## src/rtl/i2s_slave_rx.sv

```systemverilog
// i2s_slave_rx: oversampling I2S slave receiver on the sysclk domain.
// The external bclk, lrclk and din are synchronized and the bclk rising edges are detected.
// Left/right words are deserialized MSB-first and delivered as a pair over valid/ready.
// Optional macro I2S_RX_LJ_MODE_EN adds an lj_mode input for the left-justified format.
// lj_mode is sampled in IDLE.
module i2s_slave_rx #(
  parameter int DATA_WIDTH  = 16,
  parameter int SYNC_STAGES = 2
) (
  input  logic                  sysclk,
  input  logic                  reset,
  input  logic                  enable,
  input  logic                  bclk_in,
  input  logic                  lrclk_in,
  input  logic                  din,
`ifdef I2S_RX_LJ_MODE_EN
  input  logic                  lj_mode,
`endif
  output logic [DATA_WIDTH-1:0] sample_l,
  output logic [DATA_WIDTH-1:0] sample_r,
  output logic                  sample_valid,
  input  logic                  sample_ready,
  output logic                  overrun,
  output logic                  frame_err
);

  localparam int CNT_W = $clog2(DATA_WIDTH + 1);
  localparam logic [CNT_W-1:0] FULL = CNT_W'(DATA_WIDTH);

  typedef enum logic [1:0] {IDLE, WAIT_SYNC, RX_LEFT, RX_RIGHT} state_e;

  logic [SYNC_STAGES-1:0] bclk_sync_q, lr_sync_q, din_sync_q;
  logic                   bclk_prev_q, lr_prev_q;
  logic                   bclk_s, lr_s, din_s, tick, word_end;

  state_e                 state_q, state_d;
  logic [DATA_WIDTH-1:0]  shift_q, shift_d;
  logic [CNT_W-1:0]       cnt_q, cnt_d;
  logic [DATA_WIDTH-1:0]  hold_l_q, hold_l_d;
  logic [DATA_WIDTH-1:0]  sample_l_q, sample_l_d, sample_r_q, sample_r_d;
  logic                   valid_q, valid_d, ovr_q, ovr_d, ferr_q, ferr_d;
  logic                   lj_q;

  logic [DATA_WIDTH-1:0]  bit_shift, closed_raw, closed_word, start_shift;
  logic [CNT_W-1:0]       bit_cnt, closed_cnt, start_cnt;

  assign bclk_s   = bclk_sync_q[SYNC_STAGES-1];
  assign lr_s     = lr_sync_q[SYNC_STAGES-1];
  assign din_s    = din_sync_q[SYNC_STAGES-1];
  assign tick     = bclk_s & ~bclk_prev_q;
  assign word_end = tick & (lr_s != lr_prev_q);

  // Synchronizer chains, bclk edge history and lrclk value at the previous tick
  always_ff @(posedge sysclk or negedge reset) begin
    if (!reset) begin
      bclk_sync_q <= '0;
      lr_sync_q   <= '0;
      din_sync_q  <= '0;
      bclk_prev_q <= 1'b0;
      lr_prev_q   <= 1'b0;
    end else begin
      bclk_sync_q <= {bclk_sync_q[SYNC_STAGES-2:0], bclk_in};
      lr_sync_q   <= {lr_sync_q[SYNC_STAGES-2:0], lrclk_in};
      din_sync_q  <= {din_sync_q[SYNC_STAGES-2:0], din};
      bclk_prev_q <= bclk_s;
      if (tick) lr_prev_q <= lr_s;
    end
  end

`ifdef I2S_RX_LJ_MODE_EN
  // Format select is captured only while idle, so it cannot change mid-stream
  always_ff @(posedge sysclk or negedge reset) begin
    if (!reset)              lj_q <= 1'b0;
    else if (state_q == IDLE) lj_q <= lj_mode;
  end
`else
  assign lj_q = 1'b0;
`endif

  // Word datapath: bit insertion, the word closed at a word end, and the new-word seed
  always_comb begin
    bit_shift = shift_q;
    bit_cnt   = cnt_q;
    if (cnt_q < FULL) begin
      bit_shift = {shift_q[DATA_WIDTH-2:0], din_s};
      bit_cnt   = cnt_q + 1'b1;
    end
    if (lj_q) begin
      // Left-justified: the tick bit already belongs to the new word
      closed_raw  = shift_q;
      closed_cnt  = cnt_q;
      start_shift = {{(DATA_WIDTH-1){1'b0}}, din_s};
      start_cnt   = CNT_W'(1);
    end else begin
      // I2S: the tick bit is the last bit of the closing word
      closed_raw  = bit_shift;
      closed_cnt  = bit_cnt;
      start_shift = '0;
      start_cnt   = '0;
    end
    // Short words are MSB-aligned with zero LSBs
    closed_word = closed_raw << (FULL - closed_cnt);
  end

  // Next-state and output logic for the framing FSM and handshake
  always_comb begin
    state_d    = state_q;
    shift_d    = shift_q;
    cnt_d      = cnt_q;
    hold_l_d   = hold_l_q;
    sample_l_d = sample_l_q;
    sample_r_d = sample_r_q;
    valid_d    = valid_q;
    ovr_d      = 1'b0;
    ferr_d     = 1'b0;
    if (!enable) begin
      state_d  = IDLE;
      shift_d  = '0;
      cnt_d    = '0;
      hold_l_d = '0;
      valid_d  = 1'b0;
    end else begin
      if (valid_q && sample_ready) valid_d = 1'b0;
      case (state_q)
        IDLE: begin
          state_d = WAIT_SYNC;
          shift_d = '0;
          cnt_d   = '0;
        end
        WAIT_SYNC: begin
          shift_d = '0;
          cnt_d   = '0;
          if (word_end && lr_prev_q && !lr_s) begin
            state_d = RX_LEFT;
            shift_d = start_shift;
            cnt_d   = start_cnt;
          end
        end
        RX_LEFT, RX_RIGHT: begin
          if (word_end) begin
            shift_d = start_shift;
            cnt_d   = start_cnt;
            ferr_d  = (closed_cnt < FULL);
            if (state_q == RX_LEFT) begin
              hold_l_d = closed_word;
              state_d  = RX_RIGHT;
            end else begin
              state_d = RX_LEFT;
              if (valid_q && !sample_ready) begin
                ovr_d = 1'b1;
              end else begin
                sample_l_d = hold_l_q;
                sample_r_d = closed_word;
                valid_d    = 1'b1;
              end
            end
          end else if (tick) begin
            shift_d = bit_shift;
            cnt_d   = bit_cnt;
          end
        end
        default: state_d = IDLE;
      endcase
    end
  end

  // State, datapath and output registers
  always_ff @(posedge sysclk or negedge reset) begin
    if (!reset) begin
      state_q    <= IDLE;
      shift_q    <= '0;
      cnt_q      <= '0;
      hold_l_q   <= '0;
      sample_l_q <= '0;
      sample_r_q <= '0;
      valid_q    <= 1'b0;
      ovr_q      <= 1'b0;
      ferr_q     <= 1'b0;
    end else begin
      state_q    <= state_d;
      shift_q    <= shift_d;
      cnt_q      <= cnt_d;
      hold_l_q   <= hold_l_d;
      sample_l_q <= sample_l_d;
      sample_r_q <= sample_r_d;
      valid_q    <= valid_d;
      ovr_q      <= ovr_d;
      ferr_q     <= ferr_d;
    end
  end

  assign sample_l     = sample_l_q;
  assign sample_r     = sample_r_q;
  assign sample_valid = valid_q;
  assign overrun      = ovr_q;
  assign frame_err    = ferr_q;

endmodule

```

## config.mk

```make
export PLATFORM = sky130hd
export DESIGN_NAME = i2s_slave_rx
export DESIGN_NICKNAME = d
export VERILOG_FILES = /design/src/rtl/i2s_slave_rx.sv
export SDC_FILE = /design/constraint.sdc
export NUM_CORES = 1
export LEC_CHECK = 0
export CAP_MARGIN = 20
export CORE_MARGIN = 3
export CORE_UTILIZATION = 65
export CTS_CLUSTER_SIZE = 40
export DETAILED_ROUTE_END_ITERATION = 12
export DONT_BUFFER_PORTS = 1
export PLACE_DENSITY = 0.86
export SLEW_MARGIN = 5
export SYNTH_ARGS = -nofsm -noshare
export SYNTH_HDL_FRONTEND = slang
export SYNTH_SLANG_ARGS = --single-unit
```

## constraint.sdc

```tcl
create_clock -name sysclk -period 6.5 [get_ports sysclk]
set_input_delay 1.3 -clock sysclk [delete_from_list [all_inputs] [get_ports sysclk]]
set_output_delay 1.3 -clock sysclk [all_outputs]
set_load 0.05 [all_outputs]
```

==> impl_metrics.tcl <==
set metrics [dict create \
    clock.fmax_ghz 0.2653 \
    timing.rr.end "hold_l_q[7]$_DFFE_PN0P_" \
    numCtsBuffers 9 \
    drive_above_1_share_pct 22.09 \
    synthCells 336 \
    grt_pass1_wl_um 13860 \
    powerDensity_nw_per_um2 205.8 \
    wl_um 8248 \
    antenna_found_initial 0 \
    viasPerCell 6.671 \
    path_clk_slew_ps 90 \
    die_x_um 86.91 \
    vias 2735 \
    diodes 0 \
    ys_types 51 \
    fin_skew_ps 10.20 \
    cts_resized 0 \
    row_count 28 \
    cts.htree.levels 3 \
    min_to "bclk_sync_q[1]$_DFF_PN0_" \
    synth_top_area_cell "dfrtp_1" \
    synth_common_cells "dfrtp_1, mux2_2, nand2_1" \
    drv_slew 0 \
    worstPathMaxFanout 25 \
    drv_cap 0 \
    synth_seq_cells 82 \
    synth_edf_count 0 \
    irDropWorstVdd_mv 0.1699 \
    hold_depth 0 \
    postCtsSetupRepairBufs 0 \
    reg2regPathDepth 8 \
    synthTopCellsByArea "dfrtp_1, mux2_2, mux2i_1" \
    fp.dieH_um 86.91 \
    hold_buffers 0 \
    ff_latch_area_sq_um 2052 \
    numClockSinks 82 \
    numPortBuffers 0 \
    dieArea_sq_um 7553 \
    overflow 0 \
    worstHoldStart "bclk_sync_q[0]$_DFF_PN0_" \
    hold_viol_final 0 \
    clock_latency_ps 350 \
    end_kind "register" \
    cts_tree "built" \
    cts_buffer_depth 2 \
    drtPass1Iterations 5 \
    first_global_vias 2721 \
    tns_ps 0 \
    reg2reg_slack_ps 2730 \
    tightestPinTransition_ps 1056 \
    drt_iter0_drc 230 \
    grt_setup_unrepaired "false" \
    critPathKind "register to register" \
    drc 0 \
    netlist_area_sq_um 4255 \
    crit_arrival_ps 4020 \
    required_ps 6750 \
    place_congestion 0.8507 \
    drtAntennaViolNets 0 \
    fin_area_sq_um 4434 \
    n_fill_cell 388 \
    r2r-start "cnt_q[4]$_DFFE_PN0P_" \
    core_sq_um 6131 \
    ys_async_sr_fraction_pct 100.0 \
    ys_seq_area_share_pct 48.22 \
    start_util_pct 69.41 \
    maxSlewHeadroom_pct 29.39 \
    setup-violations-final 0 \
    nets 340 \
    p_leak_uw 0.002056 \
    root_buffer "clkbuf_8" \
    hp-class "register to register" \
    fin_ws_ps 2731 \
    grt_max_degree 83 \
    ioPinCount 42 \
    grtUsageTotal_pct 23.65 \
    dp_hpwl_um 5718 \
    multi_input_area_sq_um 2051 \
    yosysMostFrequentCell "dfrtp_1" \
    setup.worst_path.start_class "register" \
    pre_cts_slack_ps 2781 \
    syn2layout_area_growth_pct 4.205 \
    postPlaceCellArea_sq_um 4219 \
    final.min_clock_period_ps 3769 \
    synth_top_area_share_pct 48.22 \
    cp-startpoint "cnt_q[4]$_DFFE_PN0P_" \
    status "completed" \
    wl_per_cell_um 20.12 \
    synthesis.nets 346 \
    synth-main-ff-cell "dfrtp_1" \
    avgSynthCellArea_sq_um 12.66 \
    yosys_warnings 0 \
    post-route-period-util_pct 57.98 \
]
[through the flow]
step                      utilization [%]  cells  total power, uW  hold slack (ps)
after floorplan                         -    336            544.5            331.2
after global placement              68.82    392            547.6            334.9
after detailed placement            68.82    392            548.4            337.1
after CTS                           72.08    408            914.9            355.6
after global routing                72.33    410            943.2            360.5
final                               72.33    410            912.7            354.7
[worst max-delay path, cell delays in order (launching register included)]
cell and delay [ps]:
dfrtp_1 700, nor2b_1 730, xnor2_1 140, and3_1 210, ha_1 350, nor4b_1 560
and2_1 400, nand2_1 250, o21ai_0 330
[how the worst max path moves through the flow]
stage                     slack (ps)                      end
final                           2730  hold_l_q[7]$_DFFE_PN0P_
after global routing            2480  hold_l_q[7]$_DFFE_PN0P_
after CTS                       2750  hold_l_q[7]$_DFFE_PN0P_
after detailed placement        2780  hold_l_q[7]$_DFFE_PN0P_
after global placement          3170  hold_l_q[3]$_DFFE_PN0P_
after floorplan                 3820  hold_l_q[5]$_DFFE_PN0P_
[layout by cell type (no fill, tap or decap), drive strengths merged, types with 3 or more instances in the layout]
cell type / instances
o31ai: 10
mux4: 12
nand2b: 6
mux2i: 25
nor2b: 4
nor2: 6
ha: 3
xor2: 4
o21ai: 17
mux2: 38
clkbuf: 9
xnor2: 7
buf: 3
inv: 6
nand2: 36
a21oi: 6
or3: 3
and2: 4
dfrtp: 82
a22o: 27
[final cells by class]
class / count / area share [%]
timing repair buffer: 3 / 0.5079
clock inverter: 7 / 1.721
sequential: 82 / 46.28
clock buffer: 9 / 2.793
multi-input combinational: 230 / 46.25
tap: 75 / 2.116
inverter: 4 / 0.3386
[state kept, by name, summed over array words and instances, names as in the netlist]
name          count
sample_r         16
lr_prev_q         1
shift_q          16
lr_sync_q         2
din_sync_q        2
bclk_sync_q       2
frame_err         1
overrun           1
hold_l_q         16
sample_l         16
bclk_prev_q       1
sample_valid      1
cnt_q             5
state_q           2
[layer usage]
metal / part of all wire [%] / vias to the layer above / global-route usage, %
met5: 0 / - / 0
met4: 2.1 / 0 / 7.082
met3: 6.5 / 18 / 5.866
met2: 48 / 100 / 37.54
met1: 43 / 1375 / 32.44
li1: - / 1242 / -
[where the power goes]
part	leakage [uW]	total, uW	switching [uW]	internal (uW)
registers	0.00113	518	4.15	513
logic	0.000834	21.6	12.6	8.98
clock network	0.0000962	374	194	180
[cell families (layout without fill, tap and decap cells)]
group	count (synthesis)	count (layout)	synth area share (%)
AOI/OAI and AO/OA	69	69	11.94
xor gates and xnor gates	11	11	3.499
adders and majority gates	3	3	0.8822
buffers and inverters	24	23	3.646
DFF	82	82	48.22
muxes	75	75	23.08
and+or+nand+nor	72	72	8.733
No activity file was read; power rests on OpenSTA's default activity.
